`src/rtl/rtmq_reg_arb.sv`:
```
// rtmq_reg_arb: one W_REG-wide peripheral register shared by the RTMQ core
// and a host port that uses a 4-phase req/ack handshake. Core writes always
// win. The host gets a slot only on cycles where the core is idle.
// Optional build macro RTMQ_ARB_STARVE_EN: after STARVE_MAX deferred host
// cycles, core_hold pulses for one cycle and the host gets a forced slot.
module rtmq_reg_arb #(
  parameter int unsigned       W_REG      = 32,
  parameter logic [W_REG-1:0]  RST_VAL    = '0,
  parameter int unsigned       STARVE_MAX = 15
) (
  input  logic             clk,
  input  logic             rst_n,
  input  logic             f_read,
  input  logic             f_wrt_alu,
  input  logic             f_wrt_ihi,
  input  logic             f_wrt_ilo,
  input  logic [W_REG-1:0] alu_res,
  input  logic [W_REG-1:0] alu_msk,
  input  logic [W_REG-1:0] imm_res,
  input  logic             host_req,
  input  logic             host_we,
  input  logic [W_REG-1:0] host_wdat,
  output logic             host_ack,
  output logic [W_REG-1:0] host_rdat,
  output logic [W_REG-1:0] reg_q,
  output logic             wr_strobe,
  output logic             core_hold
);

  localparam int unsigned HALF = W_REG / 2;

  typedef enum logic [1:0] {
    IDLE = 2'd0,
    PEND = 2'd1,
    ACK  = 2'd2
  } state_t;

  state_t           state;
  logic             lat_we;
  logic [W_REG-1:0] lat_dat;

  logic             core_wr_c;
  logic             core_busy_c;
  logic             force_c;
  logic             host_slot_c;
  logic             core_apply_c;
  logic [W_REG-1:0] core_val_c;

  // Only the lower half of the immediate bus carries data
  logic unused_imm_hi;
  assign unused_imm_hi = ^imm_res[W_REG-1:HALF];

`ifdef RTMQ_ARB_STARVE_EN
  localparam int unsigned CNT_W = $clog2(STARVE_MAX + 1);
  logic [CNT_W-1:0] starve_cnt;
  assign force_c = core_hold;
`else
  logic unused_starve;
  assign unused_starve = (STARVE_MAX == 0);
  assign force_c       = 1'b0;
  assign core_hold     = 1'b0;
`endif

  // Core write value: ALU masked merge first, immediate halves override
  always_comb begin
    core_val_c = reg_q;
    if (f_wrt_alu) core_val_c = (reg_q & ~alu_msk) | (alu_res & alu_msk);
    if (f_wrt_ihi) core_val_c[W_REG-1:HALF] = imm_res[HALF-1:0];
    if (f_wrt_ilo) core_val_c[HALF-1:0]     = imm_res[HALF-1:0];
  end

  // Arbitration: host slot only when core idle, or when forced by starvation
  always_comb begin
    core_wr_c    = f_wrt_alu | f_wrt_ihi | f_wrt_ilo;
    core_busy_c  = core_wr_c | f_read;
    host_slot_c  = (state == PEND) && host_req && (!core_busy_c || force_c);
    core_apply_c = core_wr_c && !host_slot_c;
  end

  // Handshake FSM, register update and registered outputs
  always_ff @(posedge clk or negedge rst_n) begin
    if (!rst_n) begin
      state      <= IDLE;
      lat_we     <= 1'b0;
      lat_dat    <= '0;
      reg_q      <= RST_VAL;
      host_ack   <= 1'b0;
      host_rdat  <= '0;
      wr_strobe  <= 1'b0;
`ifdef RTMQ_ARB_STARVE_EN
      starve_cnt <= '0;
      core_hold  <= 1'b0;
`endif
    end else begin
      wr_strobe <= 1'b0;
      if (core_apply_c) begin
        reg_q     <= core_val_c;
        wr_strobe <= 1'b1;
      end
      case (state)
        IDLE: begin
          if (host_req) begin
            state   <= PEND;
            lat_we  <= host_we;
            lat_dat <= host_wdat;
          end
        end
        PEND: begin
          if (!host_req) begin
            state <= IDLE;
`ifdef RTMQ_ARB_STARVE_EN
            starve_cnt <= '0;
            core_hold  <= 1'b0;
`endif
          end else if (host_slot_c) begin
            if (lat_we) begin
              reg_q     <= lat_dat;
              wr_strobe <= 1'b1;
            end else begin
              host_rdat <= reg_q;
            end
            host_ack <= 1'b1;
            state    <= ACK;
`ifdef RTMQ_ARB_STARVE_EN
            starve_cnt <= '0;
            core_hold  <= 1'b0;
`endif
          end else begin
`ifdef RTMQ_ARB_STARVE_EN
            starve_cnt <= starve_cnt + CNT_W'(1);
            if (starve_cnt == CNT_W'(STARVE_MAX - 1)) core_hold <= 1'b1;
`endif
          end
        end
        ACK: begin
          if (!host_req) begin
            host_ack <= 1'b0;
            state    <= IDLE;
          end
        end
        default: begin
          state    <= IDLE;
          host_ack <= 1'b0;
        end
      endcase
    end
  end

endmodule

```
`config.mk`:
```
export PLATFORM = sky130hd
export DESIGN_NAME = rtmq_reg_arb
export DESIGN_NICKNAME = d
export VERILOG_FILES = /design/src/rtl/rtmq_reg_arb.sv
export SDC_FILE = /design/constraint.sdc
export NUM_CORES = 1
export LEC_CHECK = 0
export ABC_AREA = 0
export CORE_MARGIN = 4
export CORE_UTILIZATION = 28
export CTS_BUF_LIST = sky130_fd_sc_hd__clkbuf_4 sky130_fd_sc_hd__clkbuf_8
export CTS_CLUSTER_SIZE = 8
export DETAILED_ROUTE_END_ITERATION = 10
export SLEW_MARGIN = 20
export SYNTH_ARGS = -nofsm -noshare
export SYNTH_HDL_FRONTEND = slang
export SYNTH_SLANG_ARGS = --single-unit
```
`constraint.sdc`:
```
create_clock -name clk -period 2.1 [get_ports clk]
set_input_delay 0.315 -clock clk [delete_from_list [all_inputs] [get_ports clk]]
set_output_delay 0.315 -clock clk [all_outputs]
set_load 0.05 [all_outputs]
```
## Word-level counts from Yosys, hierarchy flattened

Cells that the tools add are included.

- Bits in registers: 101
- Latch bits: 0
- Memory bits (writable): 0
- Memory bits (read-only): 0
- Logic and storage cells: 55
- Memories: 0

- Add/sub/neg operators: 0
- Multiply operators: 0
- Divide/modulo/power cells: 0
- Order comparisons: 0
- Equality and inequality tests: 7
- Shift operators: 0
- Muxes and demuxes: 22
- Bitwise operators: 9
- Reductions and logical operators: 10

Operator list:

| cell | number |
|---|---|
| 2-to-1 mux 32 bit | 6 |
| AND 32 bit | 2 |
| 2-to-1 mux 16 bit | 2 |
| inverter 32 bit | 1 |
| OR 32 bit | 1 |
| 2-to-1 mux 1 bit | 8 |
| 2-to-1 mux 2 bit | 4 |
| inequality test 2 bit (second input constant) | 4 |
| AND reduction 4 bit | 2 |
| case mux 2 bit (3 select lines) | 1 |
| logical AND 1 bit | 3 |
| inequality test 3 bit (second input constant) | 1 |
| OR 1 bit | 3 |
| case mux 1 bit (3 select lines) | 1 |
| AND reduction 3 bit | 1 |
| equality test 2 x 1 -> 1 bit (second input constant) | 1 |
| equality test 2 bit (second input constant) | 1 |
| logical NOT 1 bit | 2 |
| logical NOT 2 bit | 1 |
| inverter 1 bit | 2 |
| AND reduction 2 bit | 1 |

## Logic depth before layout (Yosys ltp)

- Word-level depth: 12
- Depth in mapped cells: 7
- Gate-level depth less buffers: 4

## Worst setup path after synthesis

OpenSTA, ideal clock, no wires.

- Path type: input to register
- Start point: input f_wrt_alu
- End point: register host_rdat[0]
- Arrival time: 1571 ps
- Data required time: 1975 ps
- Slack: 403 ps
- Stages: 7
- Cell sequence: buf_6 nor3_4 nand2_2 or3_1 buf_2 buf_6 mux2_4

- Cells in the longest elaborated chain, start to end: 6

RTL lines:

| element | line | RTL |
|---|---|---|
| start: declaration | 14 | `input logic f_wrt_alu,` |
| OR 1 bit (2 in series) | 74 | `core_wr_c = f_wrt_alu \| f_wrt_ihi \| f_wrt_ilo;` |
| OR 1 bit | 75 | `core_busy_c = core_wr_c \| f_read;` |
| logical NOT 1 bit | 76 | `host_slot_c = (state == PEND) && host_req && (!core_busy_c \|\| force_c);` |
| logical AND 1 bit | 76 |  |
| AND reduction 4 bit (no line) | n/a |  |
| end signal: assignment | 120 | `host_rdat <= reg_q;` |
| end: declaration | 24 | `output logic [W_REG-1:0] host_rdat,` |

No other way between the ends.
A chain may end at the register's enable or synchronous reset.

## Final worst setup path

- Start point: register reg_q[4]
- End point: output reg_q[4]

RTL lines:

| element | line | RTL |
|---|---|---|
| start: declaration | 25 | `output logic [W_REG-1:0] reg_q,` |
| start signal: assignment | 97 | `reg_q <= core_val_c;` |
| start signal: assignment | 117 | `reg_q <= lat_dat;` |

No word-level cell between the ends.

==> qor.csv <==
metric,value,unit
hold_class,in2reg,
synth_top_area_share,0.518,
fin_crit,1.99,ns
io_pins,203,
drt_wl_total,15900,um
reg2reg_depth,5,
final_core_util,0.437,
synth_warnings,0,
viasPerCell,4.83,
final_common_cell,clkdlybuf4s50_1,
path_buf_inv,1,
die_h,140,um
fp-row-count,47,
via_count,3983,
dieArea,19600,sq um
ys_seq_area_frac,0.518,
rsz0062_at_grt,false,
arrival,1.67,ns
skew,0.00821,ns
yosysTopAreaCell,dfrtp_1,
grt_overflow,0,
postRouteAntennaNets,0,
max-slew-margin-rel,0.642,
cts_buffers,9,
final_cell_mix,"clkdlybuf4s50_1, dfrtp_1, nand2_1",
status,completed,
peakVddDrop,339,uV
place_area,7130,sq um
timing.rr.start,state[0],
finalSetupViolCount,0,
hold_path.startpoint,f_wrt_ihi,
worst_hold_slack,0.341,ns
grt_pass1_vias,4379,
syn_to_final_growth,50.9,%
netlist_top_cells_area,"dfrtp_1, mux2_4, mux2_2",
dp_hpwl,12200,um
p_per_area,760,nW/um^2
syn-num-nets,540,
drv_slew,0,
clk_pin_slew_worst_paths,0.10,ns
cts_tree,built,
worstSkewPairLatency,0.37,ns
ys_types,27,
path_cells,clkdlybuf4s50_1,
worst-setup-path-type,reg2out,
post_cts_buffers,0,
antenna_found_initial,2,
initial_core_util,0.290,
cpPeakStageDelay,0.84,ns
p_sw_frac,0.335,
tightest_slew,0.535,ns
switchingPower,0.00188,W
numPortBuffers,185,
grt_start_max_net_pins,51,
power_frac_clock,0.238,
finalSetupTns,0,ns
first_iter_violations,155,
die_w,140,um
path_max_fanout,4,
ys_ff_latch,101,
drtPass1Iterations,4,
drv_cap,0,
p_leak,3.39,nW
syn_inst,404,
cp_top_family,buffers and inverters,
ctsHoldBuffers,1,
drc,0,
worstHoldEndpoint,wr_strobe,
power,0.00559,W
clock.fmax,503,MHz
seq_power_share,0.434,
cts.htree.levels,3,
min_path_cells,4,
r2r_setup_slack,0.19,ns
critPathRequiredTime,1.78,ns
critPathCaptureType,primary output,
cp-start-kind,flop,
grt_pass1_wl,24800,um
grtUsageTotal,0.163,
stdcell_area,7360,sq um
coreArea,16800,sq um
cts_resized,0,
pwr-share-comb,0.328,
drt-wirelength-per-cell,19.2,um
clock_path_buffers,2,
critPathSlowestCell,clkdlybuf4s50_1,
synth.avg_cell_area,12.1,sq um
r2r_end,host_rdat[27],
finalHoldViolCount,0,
clock-sinks,101,
clock-root-buffer,clkbuf_8,
n_antenna_cell,0,
drive_above_1_share,0.192,
fin_crit_sh,0.946,
place.gp.congestion,0.825,
p_int,0.00372,W
nets,735,
synth_area,4880,sq um
## how the worst max path moves through the flow
| stage | end | cells after the start | slack, ns | from |
|---|---|---|---|---|
| 6_report | reg_q[4] | 1 | 0.11 | reg_q[4] |
| 5_1_grt | reg_q[0] | 1 | 0.03 | reg_q[0] |
| 4_1_cts | reg_q[4] | 1 | 0.06 | reg_q[4] |
| 3_5_place_dp | host_rdat[2] | 6 | -0.20 | f_wrt_ilo |
| 3_3_place_gp | host_rdat[24] | 6 | -0.22 | f_wrt_ilo |
| 2_1_floorplan | host_rdat[0] | 7 | 0.40 | f_wrt_alu |
## cell usage after synthesis
master	number
a21oi_1	1
nand2b_1	1
nand2_2	1
mux2_4	30
a21o_1	31
o21a_1	1
a22o_1	31
clkbuf_1	16
o22ai_1	2
buf_2	7
nor2_1	3
buf_6	4
a21boi_0	1
o2bb2ai_1	1
nand2_1	63
nand4b_1	1
buf_4	1
dfrtp_1	101
mux2i_1	32
a311oi_1	1
o21ai_0	32
nor2b_1	2
conb_1	1
mux2_2	35
or3_1	2
inv_1	2
nor3_4	1
## through the flow
step	worst slack [ns]	std cells
3_5_place_dp	-0.205	807
4_1_cts	0.0602	824
2_1_floorplan	0.403	404
3_3_place_gp	-0.220	807
6_report	0.113	824
5_1_grt	0.0333	824
## metal layers
layer / GRT usage / up-vias / part of all wire / routed length, um
met5: 0 / - / 0.0020 / 32
met4: 0.0551 / 4 / 0.016 / 252
met3: 0.0440 / 19 / 0.068 / 1070
met2: 0.261 / 155 / 0.47 / 7520
met1: 0.215 / 1980 / 0.44 / 6980
li1: - / 1825 / - / -
## area by class of cell
cell class	count	area [sq um]
inverters	2	7.51
clock inverters	3	42.5
fillers	1598	9460
flip-flops and latches	101	2530
multi-input cells	273	2210
repair buffers	212	2120
well taps	220	275
clock buffers	13	173
## state kept, by name, indices dropped and copies added (netlist names)
signal,cells
host_rdat,32
lat_dat,32
reg_q,32
state,2
host_ack,1
lat_we,1
wr_strobe,1
## cell families (layout without fill, tap and decap cells)
logic type | Yosys count | after routing | synth area share
compound gates | 101 | 101 | 0.147
buf+inv | 30 | 230 | 0.0318
flops | 101 | 101 | 0.518
mux | 97 | 97 | 0.239
other cells | 1 | 1 | 0.000769
simple gates | 74 | 74 | 0.0636
## power groups by stage
stage          Sequential [W]  Clock, W  Combinational [W]
2_1_floorplan         0.00300         0           0.000486
3_3_place_gp          0.00245         0            0.00183
3_5_place_dp          0.00246         0            0.00185
4_1_cts               0.00243   0.00138            0.00186
5_1_grt               0.00246   0.00146            0.00193
6_report              0.00242   0.00133            0.00183
No activity file was read; power rests on OpenSTA's default activity.
